## src/rtl/rtc_write_bus_driver.sv

```systemverilog
// Write-side bus driver for a multiplexed-address/data RTC: one address and one
// data strobe per field, timed by a shared down-counter. Optional macro: RTC_WR_TIMEOUT_EN.
module rtc_write_bus_driver #(
  parameter int unsigned T_SETUP = 2,
  parameter int unsigned T_WR    = 5,
  parameter int unsigned T_HOLD  = 2
) (
  input  logic       clk,
  input  logic       reset,
  input  logic       E_esc,
  input  logic [7:0] Dato_Dire,
  output logic       DIR,
  output logic       DAT,
  output logic       cambio_estado,
  output logic [7:0] AD_out,
  output logic       AD_oe,
  output logic       AD_sel,
  output logic       CS_n,
  output logic       WR_n,
  output logic       RD_n,
  output logic       busy,
  output logic       err
);

  typedef enum logic [3:0] {
    IDLE,
    A_PULSE,
    A_LATCH,
    A_SETUP,
    A_WR,
    A_HOLD,
    D_PULSE,
    D_LATCH,
    D_SETUP,
    D_WR,
    D_HOLD,
    NEXT,
    WAIT_LOW
  } state_t;

  // The counter is loaded with duration-1 on entry; the state exits when it reads zero.
  localparam logic [7:0] SETUP_RLD = 8'(T_SETUP - 1);
  localparam logic [7:0] WR_RLD    = 8'(T_WR - 1);
  localparam logic [7:0] HOLD_RLD  = 8'(T_HOLD - 1);
`ifdef RTC_WR_TIMEOUT_EN
  localparam logic [7:0] TIMEOUT_RLD = 8'd15;
`endif

  state_t     state_q, state_d;
  logic [7:0] cnt_q, cnt_d;
  logic [7:0] ad_out_q;
  logic       ad_sel_q;
  logic       cnt_zero;

  assign cnt_zero = (cnt_q == 8'd0);

`ifdef RTC_WR_TIMEOUT_EN
  logic err_q, err_d;
`endif

  // NOTE: every signal written here gets a default first, so no path leaves it
  // unassigned and no latch is inferred.
  always_comb begin
    state_d = state_q;
    cnt_d   = cnt_q;
`ifdef RTC_WR_TIMEOUT_EN
    err_d   = err_q;
`endif
    case (state_q)
      IDLE:    if (E_esc) state_d = A_PULSE;
      A_PULSE: state_d = A_LATCH;
      A_LATCH: begin
        state_d = A_SETUP;
        cnt_d   = SETUP_RLD;
      end
      A_SETUP: begin
        if (cnt_zero) begin
          state_d = A_WR;
          cnt_d   = WR_RLD;
        end else begin
          cnt_d = cnt_q - 8'd1;
        end
      end
      A_WR: begin
        if (cnt_zero) begin
          state_d = A_HOLD;
          cnt_d   = HOLD_RLD;
        end else begin
          cnt_d = cnt_q - 8'd1;
        end
      end
      A_HOLD: begin
        if (cnt_zero) state_d = D_PULSE;
        else          cnt_d   = cnt_q - 8'd1;
      end
      D_PULSE: state_d = D_LATCH;
      D_LATCH: begin
        state_d = D_SETUP;
        cnt_d   = SETUP_RLD;
      end
      D_SETUP: begin
        if (cnt_zero) begin
          state_d = D_WR;
          cnt_d   = WR_RLD;
        end else begin
          cnt_d = cnt_q - 8'd1;
        end
      end
      D_WR: begin
        if (cnt_zero) begin
          state_d = D_HOLD;
          cnt_d   = HOLD_RLD;
        end else begin
          cnt_d = cnt_q - 8'd1;
        end
      end
      D_HOLD: begin
        if (cnt_zero) state_d = NEXT;
        else          cnt_d   = cnt_q - 8'd1;
      end
      NEXT: begin
        state_d = WAIT_LOW;
`ifdef RTC_WR_TIMEOUT_EN
        cnt_d   = TIMEOUT_RLD;
`endif
      end
      WAIT_LOW: begin
        // Waiting for the sequencer's low gap keeps a held-high E_esc from
        // retriggering the same field.
        if (!E_esc) begin
          state_d = IDLE;
`ifdef RTC_WR_TIMEOUT_EN
        end else if (cnt_zero) begin
          state_d = IDLE;
          err_d   = 1'b1;
        end else begin
          cnt_d = cnt_q - 8'd1;
`endif
        end
      end
      default: state_d = IDLE;
    endcase
  end

  // NOTE: sequential state uses non-blocking assignments only, so every flop
  // samples pre-edge values regardless of block ordering.
  always_ff @(posedge clk) begin
    if (reset) begin
      state_q <= IDLE;
      cnt_q   <= 8'd0;
    end else begin
      state_q <= state_d;
      cnt_q   <= cnt_d;
    end
  end

  // Bus byte is captured at the exit edge of each latch state.
  always_ff @(posedge clk) begin
    if (reset) begin
      ad_out_q <= 8'h00;
    end else if (state_q == A_LATCH || state_q == D_LATCH) begin
      ad_out_q <= Dato_Dire;
    end
  end

  // Phase select follows the state being entered and holds outside A_*/D_*.
  always_ff @(posedge clk) begin
    if (reset) begin
      ad_sel_q <= 1'b0;
    end else if (state_d inside {[A_PULSE:A_HOLD]}) begin
      ad_sel_q <= 1'b0;
    end else if (state_d inside {[D_PULSE:D_HOLD]}) begin
      ad_sel_q <= 1'b1;
    end
  end

`ifdef RTC_WR_TIMEOUT_EN
  always_ff @(posedge clk) begin
    if (reset) err_q <= 1'b0;
    else       err_q <= err_d;
  end
  assign err = err_q;
`else
  assign err = 1'b0;
`endif

  assign DIR           = (state_q == A_PULSE);
  assign DAT           = (state_q == D_PULSE);
  assign cambio_estado = (state_q == NEXT);
  assign AD_out        = ad_out_q;
  assign AD_sel        = ad_sel_q;
  assign AD_oe         = state_q inside {A_SETUP, A_WR, A_HOLD, D_SETUP, D_WR, D_HOLD};
  assign CS_n          = !(state_q inside {[A_SETUP:D_HOLD]});
  assign WR_n          = !(state_q == A_WR || state_q == D_WR);
  assign RD_n          = 1'b1;
  assign busy          = (state_q != IDLE);

endmodule

```

## config.mk

```make
export PLATFORM = sky130hd
export DESIGN_NAME = rtc_write_bus_driver
export DESIGN_NICKNAME = d
export VERILOG_FILES = /design/src/rtl/rtc_write_bus_driver.sv
export SDC_FILE = /design/constraint.sdc
export NUM_CORES = 1
export LEC_CHECK = 0
export ABC_AREA = 1
export CORE_MARGIN = 2
export CORE_UTILIZATION = 39
export DETAILED_ROUTE_END_ITERATION = 10
export HOLD_SLACK_MARGIN = 0.03
export SYNTH_ARGS = -nofsm -noshare
export SYNTH_HDL_FRONTEND = slang
export SYNTH_SLANG_ARGS = --single-unit
```

## constraint.sdc

```tcl
create_clock -name clk -period 3.1 [get_ports clk]
set_clock_uncertainty 0.2 [all_clocks]
set_input_delay 0.465 -clock clk [delete_from_list [all_inputs] [get_ports clk]]
set_output_delay 0.465 -clock clk [all_outputs]
set_load 0.03 [all_outputs]
```

# ---- Yosys cells after proc, flatten, opt, wreduce, memory -nomap -nowiden
# Cells that the tools add are included.
# Widths: inputs -> output; s select.
dict set report word_totals {
  inputBits 11
  ff_bits 21
  wordCells 55
}
dict set report op_classes {
  n_addsub 1
  order_cmp 6
  mux 13
  reduce_logical 18
  n_eq_ne 13
}
# operator n
set op_table {}
lappend op_table {{$pmux 4 s13} 1}
lappend op_table {{$mux 4} 8}
lappend op_table {{$pmux 8 s4} 1}
lappend op_table {{$mux 8} 3}
lappend op_table {{$eq 4x4->1 const B} 5}
lappend op_table {{$eq 4x3->1 const B} 4}
lappend op_table {{$reduce_or 2->1} 5}
lappend op_table {{$eq 4x2->1 const B} 2}
lappend op_table {{$le 4x4->1 const B} 2}
lappend op_table {{$logic_not 8->1} 1}
lappend op_table {{$reduce_bool 4->1} 2}
lappend op_table {{$sub 8x1->8 const B} 1}
lappend op_table {{$reduce_bool 6->1} 1}
lappend op_table {{$eq 4x1->1 const B} 1}
lappend op_table {{$ge 4x1->1 const B} 1}
lappend op_table {{$ge 4x2->1 const B} 1}
lappend op_table {{$ge 4x3->1 const B} 1}
lappend op_table {{$le 4x3->1 const B} 1}
lappend op_table {{$logic_not 4->1} 1}
lappend op_table {{$logic_and 1x1->1} 3}
lappend op_table {{$logic_not 1->1} 2}
lappend op_table {{$logic_or 1x1->1} 2}
lappend op_table {{$ne 2x2->1 const B} 1}
lappend op_table {{$reduce_and 2->1} 1}

# ---- Longest topological paths before layout
# Gate-level depths: netlist of run 1.
dict set report depth {
  ltp_word 6
  depth_mapped 13
  ltp_nobuf 13
}

# ---- Worst setup path before layout of run 1
# OpenSTA, ideal clock, no wires.
dict set report synth_path {
  path_type {flip-flop to output port}
  from {reg state_q[1]}
  to {out CS_n}
  setup_slack_ns 1.270
  path_stages_with_launch 3
  required_time_ns 2.435
  arrival_ns 1.165
  path_buffers 0
  path_cell_list {dfxtp_1 > nand2_1 > o21ai_0}
}
dict set report synth_between {
  elab_chain_len 3
  elab_cells_between_ends 4
  classes_between {order compare (2); reduce/logical (2)}
}
# element line
set synth_rtl {}
lappend synth_rtl {{from (decl)} 49} ;# state_t state_q, state_d;
lappend synth_rtl {{from (signal assigned)} 152} ;# state_q <= state_d;
lappend synth_rtl {{$ge 4x2->1 / $le 4x4->1 (equally long branches)} 193} ;# assign CS_n = !(state_q inside {[A_SETUP:D_HOLD]});
lappend synth_rtl {{$logic_and 1x1->1 *} 193}
lappend synth_rtl {{$logic_not 1->1 *} 193}
lappend synth_rtl {{to (decl)} 18} ;# output logic CS_n,
# Mark *: on every way between the ends. The rest lies on a longest branch, timed or not.

# ---- Final worst setup path of run 1
dict set report layout_path {
  from {reg state_q[3]}
  to {out AD_oe}
}
dict set report layout_between {
  elab_chain_len 2
  elab_cells_between_ends 7
  classes_between {eq/ne (6); reduce/logical (1)}
}
# element line
set layout_rtl {}
lappend layout_rtl {{$eq 4x2->1, or another cell as far along} 192} ;# assign AD_oe = state_q inside {A_SETUP, A_WR, A_HOLD, D_SETUP, D_WR, D_HOLD};
lappend layout_rtl {{$reduce_bool 6->1 *} 192}
lappend layout_rtl {{to (decl)} 16} ;# output logic AD_oe,
# Marks and branches as above.

==> results of run 1 <==
[power by group]
| part | internal [mW] | switching [mW] |
|---|---|---|
| combinational | 0.221 | 0.417 |
| sequential | 0.321 | 0.0339 |
| clock | 0.0482 | 0.0906 |
[sequential cells by signal, indices dropped and copies added (netlist names)]
name	flops
cnt_q	8
AD_sel	1
state_q	4
AD_out	8
[tightest hold or removal path: cells and delay by family (launching register included)]
| family | cells | cell delay (ns) |
|---|---|---|
| flip-flops | 1 | 0.33 |
| AND/OR/NAND/NOR | 1 | 0.06 |
| AO/OA/AOI/OAI | 1 | 0.05 |
[cells in the mapped netlist (all sizes together)]
cell,number,area (sq um)
nand4,3,18.8
conb,2,7.51
and2,1,6.26
nand2,62,250
and3,1,7.51
clkbuf,2,7.51
buf,2,15.0
inv,28,105
a31oi,2,12.5
a21oi,9,45.0
nand3,13,65.1
o21ai,17,85.1
xor2,2,17.5
nor2,50,213
dfxtp,21,420
ha,1,12.5
[placed cells by master (no fill, tap or decap), types with 3 or more instances in the layout]
| cell type | count |
|---|---|
| inv_1 | 24 |
| o21ai_0 | 17 |
| nand3_1 | 13 |
| nand2_1 | 57 |
| a21oi_1 | 9 |
| nor2_2 | 4 |
| nor2_1 | 44 |
| inv_2 | 4 |
| clkbuf_4 | 3 |
| nand2_2 | 4 |
| clkdlybuf4s50_1 | 26 |
| nand4_1 | 3 |
| dfxtp_1 | 21 |
[kinds of logic (layout without fill, tap and decap cells)]
kind of cell | after synthesis | count (layout)
adder cells (fa/ha/maj) | 1 | 1
AO/OA/AOI/OAI | 28 | 28
AND/OR/NAND/NOR | 130 | 130
flip-flops | 21 | 21
buffers and inverters | 32 | 58
other | 2 | 2
XOR/XNOR | 2 | 2
[area by class of cell]
type / count / area (sq um)
Inverter: 28 / 105
Timing Repair Buffer: 26 / 260
Clock buffer: 3 / 22.5
Tap cell: 44 / 55.1
Sequential cell: 21 / 420
Multi-Input combinational cell: 163 / 741
Fill cell: 334 / 1490
Clock inverter: 1 / 5.00
[path summary, 6_finish.rpt]
kind / end
max reg2reg: AD_sel
max: AD_oe
min reg2reg: cnt_q[1]
min: cnt_q[1]
[routing by layer]
layer / vias to the layer above / part of all wire (%) / track usage, %
met5: - / 0 / 0
met4: 0 / 0.70 / 6.99
met3: 2 / 6.3 / 4.20
met2: 39 / 44 / 29.0
met1: 601 / 49 / 26.4
li1: 724 / - / -
==> out/metrics.yaml, run 1 <==
min_path:
  hp-start: "cnt_q[1]"
  min_path_type: "reg -> reg"
  worstHoldPathCells: 2
floorplanning:
  core_sq_um: 3100
  initial_utilization_pct: 41.5
  ios: 29
  std_cell_rows: 20
  die_h_um: 61.5
  die_area_sq_um: 3780
  dieWidth_um: 61.5
drt:
  drt_iter0_markers: 101
  drtPass1Iterations: 4
  antenna_left: 0
  drt-wirelength-per-cell_um: 11.0
  vias: 1366
  drc_errors: 0
  viasPerCell: 4.78
  wl_mm: 3.15
critical_path:
  required_ns: 2.43
  crit_path_start: "state_q[3]"
  startpoint_type: "flop"
  reg2reg_from: "cnt_q[0]"
  crit_type: "reg -> out"
  cp-end-kind: "output pin"
  rrSetupSlack_ns: 1.12
  max_stage_delay_ns: 0.70
  crit_buf_inv: 1
  crit_family: "buffers and inverters"
  worst-path-stages: 6
  path_max_fanout: 5
  crit_chain: "nor2_1 > nand2_1 > o21ai_0 > nor2_1 > nand2_1 > clkdlybuf4s50_1"
  critPathArrivalTime_ns: 2.17
  critical-path-slowest-cell: "clkdlybuf4s50_1"
  r2r_cells: 12
sta:
  fin_ws_ns: 0.269
  finalCriticalPeriod_ns: 2.83
  timing.final.crit_share_pct: 91.3
  rsz0062_at_grt: "no"
  finalSetupViolCount: 0
  finalSetupTns_ns: 0
  whs_ns: 0.271
  clock.fmax_mhz: 353
  final_max_slew_viol_count: 0
  hold_violations: 0
cells_and_area:
  instances_no_fill: 286
  post-route-util_pct: 51.9
  diodes: 0
  final_area_sq_um: 1610
  synthToLayoutAreaGrowth_pct: 24.9
  drive_gt1_share_pct: 8.26
  finalNetCount: 255
logic_synthesis:
  synth_fp_nets: 228
  synth_area_sq_um: 1290
  synth_top_family_by_area: "simple AND/OR/NAND/NOR gates"
  synth_xor_area_share_pct: 1.36
  syn-instance-count: 216
  ys_seq_area_share_pct: 32.6
  syn_area_per_cell_sq_um: 5.97
  synth-simple-area-share_pct: 43.5
  synth_compound_area_share_pct: 11.1
  synth_mux_area_share_pct: 0
  ys_warn_count: 0
  synth-seq-cells: 21
  yosys.area_share.adder_pct: 0.971
  ys_types: 21
placement:
  place_congestion: 0.911
  post_dp_cell_area_sq_um: 1580
  portBuffers: 26
  hpwlAfterDp_mm: 2.49
  dp_slack_ns: 0.636
  dp_cells: 282
clock_tree:
  cts_tree: "done"
  cts_buffers: 3
  cts_setup_buffers: 0
  clk_path_buf_depth: 2
  clock_sink_count: 21
  cts_hold_buffers: 0
  clockRootBuffer: "clkbuf_4"
  clkSlewWorstSetupHoldPaths_ns: 0.13
  htree_levels: 1
  cts_resized: 0
  insertion_delay_ns: 0.31
global_routing:
  grt_usage_pct: 19.1
  grt_pass1_vias: 1262
  overflow: 0
  grt_max_degree: 13
  antenna_found_initial: 0
  grt_pass1_wl_mm: 5.44
pwr:
  power_mw: 1.13
  ir_drop_mv: 0.323
  power.density_nw_per_um2: 703
  leakage_nw: 0.780
outcome:
  status: "finished, final reports clean"
job:
  max_cap_violations: 0
No activity file was read; power rests on OpenSTA's default activity.
==> inputs of run 2 (changes only) <==
--- a/config.mk
+++ b/config.mk
@@ -8,8 +8,10 @@
 export ABC_AREA = 1
 export CORE_MARGIN = 2
 export CORE_UTILIZATION = 39
+export CTS_CLUSTER_DIAMETER = 30
 export DETAILED_ROUTE_END_ITERATION = 10
 export HOLD_SLACK_MARGIN = 0.03
+export SKIP_CTS_REPAIR_TIMING = 1
 export SYNTH_ARGS = -nofsm -noshare
 export SYNTH_HDL_FRONTEND = slang
 export SYNTH_SLANG_ARGS = --single-unit
==> results of run 2 <==
The final DEF is identical to that of run 1; final timing and power are the same.
